File: src/rtl/if_fetch_unit_pkg.sv
// Shared CPU definitions: word width, reset vector, bubble encoding and the
// opcodes the ID stage uses for branch/jump target computation.
package cpu_defs;
    localparam int          WORD_W   = 32;
    localparam logic [31:0] RESET_PC = 32'h0000_0000;
    localparam logic [31:0] NOP      = 32'h0000_0000;  // sll $0,$0,0
    localparam logic [31:0] BUBBLE   = NOP;
    localparam logic [5:0]  OP_BEQ   = 6'b000100;
    localparam logic [5:0]  OP_J     = 6'b000010;

    typedef struct packed {
        logic [WORD_W-1:0] pc;
        logic [WORD_W-1:0] pc4;
        logic [WORD_W-1:0] inst;
        logic              valid;
    } ifid_t;

    // Fetch addresses are always word aligned.
    function automatic logic [WORD_W-1:0] align_word(input logic [WORD_W-1:0] addr);
        return {addr[WORD_W-1:2], 2'b00};
    endfunction
endpackage

File: src/rtl/if_fetch_unit_if.sv
// Fetch-stage bus: ROM port, hazard/redirect controls and the IF/ID register view.
interface if_fetch_unit_if;
    import cpu_defs::*;

    logic [WORD_W-1:0] InstAddr;
    logic [WORD_W-1:0] Inst;
    logic              Stall;
    logic              BranchTaken;
    logic [WORD_W-1:0] BranchTarget;
    logic              Jump;
    logic [WORD_W-1:0] JumpTarget;
    logic [WORD_W-1:0] IfIdPC;
    logic [WORD_W-1:0] IfIdPC4;
    logic [WORD_W-1:0] IfIdInst;
    logic              IfIdValid;

    modport master (
        output InstAddr, IfIdPC, IfIdPC4, IfIdInst, IfIdValid,
        input  Inst, Stall, BranchTaken, BranchTarget, Jump, JumpTarget
    );

    modport slave (
        input  InstAddr, IfIdPC, IfIdPC4, IfIdInst, IfIdValid,
        output Inst, Stall, BranchTaken, BranchTarget, Jump, JumpTarget
    );
endinterface

File: src/rtl/if_fetch_unit_pc_next_sel.sv
// Combinational next-PC priority mux: branch, then jump, then stall, then PC+4.
module pc_next_sel
    import cpu_defs::*;
(
    input  logic [WORD_W-1:0] pc,
    input  logic              stall,
    input  logic              branch_taken,
    input  logic [WORD_W-1:0] branch_target,
    input  logic              jump,
    input  logic [WORD_W-1:0] jump_target,
    output logic [WORD_W-1:0] next_pc,
    output logic              redirect
);
    // A taken branch belongs to the older instruction, so a concurrent jump
    // is wrong-path; any redirect also makes the stalled fetch wrong-path.
    always_comb begin
        next_pc  = pc + 32'd4;
        redirect = 1'b0;
        if (branch_taken) begin
            next_pc  = align_word(branch_target);
            redirect = 1'b1;
        end else if (jump) begin
            next_pc  = align_word(jump_target);
            redirect = 1'b1;
        end else if (stall) begin
            next_pc = pc;
        end
    end
endmodule

File: src/rtl/if_fetch_unit.sv
// Instruction fetch stage: PC register, ROM addressing and the IF/ID register.
// Optional IF_PERF_CNT_EN adds FetchCount/FlushCount performance counters.
module if_fetch_unit
    import cpu_defs::*;
(
    input  logic             Clk,
    input  logic             Reset,
    if_fetch_unit_if.master  bus
`ifdef IF_PERF_CNT_EN
    ,
    output logic [31:0]      FetchCount,
    output logic [31:0]      FlushCount
`endif
);
    logic [WORD_W-1:0] pc_reg;
    logic [WORD_W-1:0] pc_next;
    logic [WORD_W-1:0] pc_plus4;
    logic              redirect;
    ifid_t             ifid_reg;

    assign pc_plus4 = pc_reg + 32'd4;

    pc_next_sel u_pc_next_sel (
        .pc            (pc_reg),
        .stall         (bus.Stall),
        .branch_taken  (bus.BranchTaken),
        .branch_target (bus.BranchTarget),
        .jump          (bus.Jump),
        .jump_target   (bus.JumpTarget),
        .next_pc       (pc_next),
        .redirect      (redirect)
    );

    // A redirect replaces the in-flight fetch with a bubble so the wrong-path
    // word never reaches decode; a stall freezes IF/ID as-is.
    always_ff @(posedge Clk) begin
        if (Reset) begin
            pc_reg   <= RESET_PC;
            ifid_reg <= '{pc: '0, pc4: '0, inst: BUBBLE, valid: 1'b0};
        end else begin
            pc_reg <= pc_next;
            if (redirect) begin
                ifid_reg <= '{pc: pc_reg, pc4: pc_plus4, inst: BUBBLE, valid: 1'b0};
            end else if (!bus.Stall) begin
                ifid_reg <= '{pc: pc_reg, pc4: pc_plus4, inst: bus.Inst, valid: 1'b1};
            end
        end
    end

    assign bus.InstAddr  = pc_reg;
    assign bus.IfIdPC    = ifid_reg.pc;
    assign bus.IfIdPC4   = ifid_reg.pc4;
    assign bus.IfIdInst  = ifid_reg.inst;
    assign bus.IfIdValid = ifid_reg.valid;

`ifdef IF_PERF_CNT_EN
    logic [31:0] fetch_count_reg;
    logic [31:0] flush_count_reg;

    always_ff @(posedge Clk) begin
        if (Reset) begin
            fetch_count_reg <= '0;
            flush_count_reg <= '0;
        end else begin
            if (!redirect && !bus.Stall) begin
                fetch_count_reg <= fetch_count_reg + 32'd1;
            end
            if (redirect) begin
                flush_count_reg <= flush_count_reg + 32'd1;
            end
        end
    end

    assign FetchCount = fetch_count_reg;
    assign FlushCount = flush_count_reg;
`endif
endmodule

File: src/flat_wrapper.sv
// flat-port wrapper written by rule: the top's interface ports become plain ports
module if_fetch_unit_flat import cpu_defs::*;
  (Clk, Reset, bus_InstAddr, bus_IfIdPC, bus_IfIdPC4, bus_IfIdInst, bus_IfIdValid, bus_Inst, bus_Stall, bus_BranchTaken, bus_BranchTarget, bus_Jump, bus_JumpTarget);
  if_fetch_unit_if bus_i ();
  input  logic Clk;
  input  logic Reset;
  output wire logic [$bits(bus_i.InstAddr)-1:0] bus_InstAddr;
  output wire logic [$bits(bus_i.IfIdPC)-1:0] bus_IfIdPC;
  output wire logic [$bits(bus_i.IfIdPC4)-1:0] bus_IfIdPC4;
  output wire logic [$bits(bus_i.IfIdInst)-1:0] bus_IfIdInst;
  output wire logic [$bits(bus_i.IfIdValid)-1:0] bus_IfIdValid;
  input wire logic [$bits(bus_i.Inst)-1:0] bus_Inst;
  input wire logic [$bits(bus_i.Stall)-1:0] bus_Stall;
  input wire logic [$bits(bus_i.BranchTaken)-1:0] bus_BranchTaken;
  input wire logic [$bits(bus_i.BranchTarget)-1:0] bus_BranchTarget;
  input wire logic [$bits(bus_i.Jump)-1:0] bus_Jump;
  input wire logic [$bits(bus_i.JumpTarget)-1:0] bus_JumpTarget;
  assign bus_InstAddr = bus_i.InstAddr;
  assign bus_IfIdPC = bus_i.IfIdPC;
  assign bus_IfIdPC4 = bus_i.IfIdPC4;
  assign bus_IfIdInst = bus_i.IfIdInst;
  assign bus_IfIdValid = bus_i.IfIdValid;
  assign bus_i.Inst = bus_Inst;
  assign bus_i.Stall = bus_Stall;
  assign bus_i.BranchTaken = bus_BranchTaken;
  assign bus_i.BranchTarget = bus_BranchTarget;
  assign bus_i.Jump = bus_Jump;
  assign bus_i.JumpTarget = bus_JumpTarget;
  if_fetch_unit u_core (.Clk(Clk), .Reset(Reset), .bus(bus_i));
endmodule
File: config.mk
export PLATFORM = sky130hd
export DESIGN_NAME = if_fetch_unit_flat
export DESIGN_NICKNAME = d
export VERILOG_FILES = /design/src/rtl/if_fetch_unit_pkg.sv /design/src/rtl/if_fetch_unit_if.sv /design/src/rtl/if_fetch_unit_pc_next_sel.sv /design/src/rtl/if_fetch_unit.sv /design/src/flat_wrapper.sv
export SDC_FILE = /design/constraint.sdc
export NUM_CORES = 1
export LEC_CHECK = 0
export ABC_AREA = 1
export CORE_AREA = 2 2 123 125
export CTS_CLUSTER_SIZE = 30
export DETAILED_ROUTE_END_ITERATION = 7
export DIE_AREA = 0 0 125 127
export PLACE_DENSITY_LB_ADDON = 0.05
export SYNTH_ARGS = -nofsm -noshare
export SYNTH_HDL_FRONTEND = slang
export SYNTH_SLANG_ARGS = --single-unit
File: constraint.sdc
create_clock -name Clk -period 1.55 [get_ports Clk]
set_input_delay 0.31 -clock Clk [delete_from_list [all_inputs] [get_ports Clk]]
set_output_delay 0.31 -clock Clk [all_outputs]
set_load 0.01 [all_outputs]
==> impl_metrics.toml <==
[layout]
n_fill_cell = 1383
multi_input_area_um2 = 2970
fin_area_um2 = 9210
antennaDiodeCount = 0
fin_nets = 1184
drive_above_1_share_pct = 16.7
seq_area_um2 = 2500
synthToLayoutAreaGrowth_pct = 60.0

[route]
drt_iter0_markers = 330
wl_per_cell_um = 15.0
drc_errors = 0
wirelength_mm = 19.2
ant_nets = 0
vias_per_cell = 4.89
vias = 6240
wl_met2_mm = 9.31
met1_length_mm = 8.10
wl_met3_mm = 1.50
topRoutingLayerUsed = "met5"
firstDrtPassIters = 4

[power]
ir_worst_vdd_mv = 0.690
p_leak_uw = 0.00432
p_total_uw = 8700
p_per_area_nw_per_um2 = 945

[placement]
gp_congestion = 0.885
placed_area_um2 = 8550
dp_hpwl_mm = 14.0
port-buffer-count = 219

[global_routing]
grt_pass1_wl_mm = 30.9
globalRouteOverflowTotal = 0
first_global_vias = 6101
grt_use_total_pct = 24.1
grt_max_degree = 48
grt_antenna_before_repair = 1

[clocking]
cts_tree = "yes"
cts.sinks = 123
clkLatencyLatePin_ps = 410
path_clk_slew_ps = 50
cts_max_path_buffers = 2
cts_made_buffers = 17
clockRootBuffer = "clkbuf_16"
cts_max_level = 4

[critical_path]
setup.worst_path.end_class = "output pin"
path_class = "flip-flop to output pin"
reg2reg_depth = 9
cp.required_ps = 1240
critPathMaxFanout = 5
cp.arrival_ps = 1210
cp-start-kind = "flip-flop"

[floorplanning]
core.rowCount = 44
die_area_um2 = 15900
start_util_pct = 39.9
coreArea_um2 = 14400
die_width_um = 125
die_h_um = 127
io_pins = 230

[logic_synthesis]
synth_area_um2 = 5760
synth_warnings = 0
yosys.area_share.simple_pct = 25.5
yosys.area.top_type = "dfxtp_1"
synthMuxAreaShare_pct = 0
synth.yosys.seq_area_share_pct = 42.8
synth_top_family_by_area = "simple AND/OR/NAND/NOR gates"
synth_xor_area_share_pct = 1.37
yosys_register_bits = 123
synth-compound-area-share_pct = 21.0
syn_avg_cell_area_um2 = 6.91
synth.area.top_cells = "dfxtp_1, nand2_1, a21oi_1"
synth_cell_types = 28
synth-adder-area-share_pct = 0.217
synth_top_area_share_pct = 42.8
synthCells = 833

[sta]
finalSetupViolCount = 0
slew_violations = 0
hold_viol_final = 0
skew_ps = 5.37
fin_hold_ws_ps = 450
rsz0062_at_grt = "yes"
clock.fmax_ghz = 0.659
min_period_over_period_pct = 97.9
fin_crit_ps = 1520

[outcome]
status = "finished clean"

[run]
max-cap-violations = 0

[worst_hold_path]
min_path_type = "input pin to flip-flop"
hold_depth = 3
==> registers in the layout, summed over array words and instances (netlist names) <==
name and cells:
u_core.bus.IfIdPC4 30, u_core.bus.IfIdPC 30, u_core.bus.IfIdValid 1, u_core.bus.InstAddr 30, u_core.bus.IfIdInst 32
==> report_power, final <==
group	internal, uW	switching (uW)
sequential	3370	144
clock	2330	1370
combinational	762	735
total	6460	2250
==> critical path, cell delays in order, from the launching register on <==
cell,delay [ps]
dfxtp_4,400
buf_4,150
clkdlybuf4s15_1,250
==> Yosys cell counts <==
master	n
clkinv_1	2
nand3_2	1
ha_1	1
nand4_1	3
nor2_1	111
buf_2	17
xor2_1	5
nor2_2	7
nand2_2	5
nand2_1	167
dfxtp_1	123
o21bai_1	7
nand3b_1	1
xnor2_1	4
o21ai_1	2
nand3_1	51
a21oi_2	3
nor2_4	5
o211ai_1	22
buf_1	4
conb_1	1
a21oi_1	108
o21ai_0	82
inv_1	62
clkbuf_1	27
buf_4	10
inv_2	1
a31oi_1	1
==> kinds of logic after synthesis <==
logic type,Yosys count
AO/OA/AOI/OAI,225
XOR/XNOR,9
adder cells (fa/ha/maj),1
buffers and inverters,123
flip-flops,123
other,1
AND/OR/NAND/NOR,351
==> layout by cell type, fill, tap and decap left out, types with 11 or more instances in the layout <==
cell / instances
a21oi_1: 107
buf_12: 15
buf_4: 46
clkbuf_16: 17
clkdlybuf4s50_1: 95
dfxtp_1: 99
dfxtp_2: 22
dlygate4sd2_1: 121
inv_1: 60
nand2_1: 152
nand2_2: 15
nand3_1: 45
nor2_1: 98
nor2_2: 14
nor2_4: 11
o211ai_1: 22
o21ai_0: 77
==> metal layers <==
metal  up-vias  GRT usage (%)
met5         -              0
met3        21           8.29
met4         2           6.99
met1      2816           29.2
met2       193           40.8
li1       3208              -
==> cell type report <==
type / count / area share [%]
Sequential cell: 123 / 27.1
Clock inverter: 8 / 0.761
Clock buffer: 21 / 5.22
Inverter: 65 / 2.65
Multi-Input combinational cell: 592 / 32.3
Tap cell: 184 / 2.50
Timing Repair Buffer: 283 / 29.4
==> per-stage QoR <==
| stage | util (%) | std cells | setup WS [ps] | setup TNS, ps |
|---|---|---|---|---|
| 6_report | 63.8 | 1276 | 33.1 | 0 |
| 3_5_place_dp | 59.2 | 1243 | -173 | -12000 |
| 5_1_grt | 63.8 | 1276 | -66.3 | -454 |
| 3_3_place_gp | 59.2 | 1243 | -142 | -10450 |
| 4_1_cts | 62.6 | 1274 | 2.39 | 0 |
| 2_1_floorplan | - | 838 | 3.53 | 0 |
==> final timing paths <==
path,end,startpoint,slack (ps)
min reg2reg,u_core.bus.IfIdInst[7]$_SDFFE_PP0N_,u_core.bus.IfIdInst[7]$_SDFFE_PP0N_,450
max reg2reg,u_core.bus.IfIdPC4[15]$_SDFFE_PP0P_,u_core.bus.InstAddr[3]$_SDFFE_PP0P_,30
min,u_core.bus.IfIdInst[3]$_SDFFE_PP0N_,bus_Inst[3],450
max,bus_InstAddr[4],u_core.bus.InstAddr[4]$_SDFFE_PP0P_,30
==> repair_timing <==
action	CTS	global route
hold endpoints to repair	0	0
pin swaps	5	22
hold buffers	0	0
setup endpoints to repair	145	47
buffers inserted	2	3
resized for setup	153	58
Power figures use the tool's default switching activity.
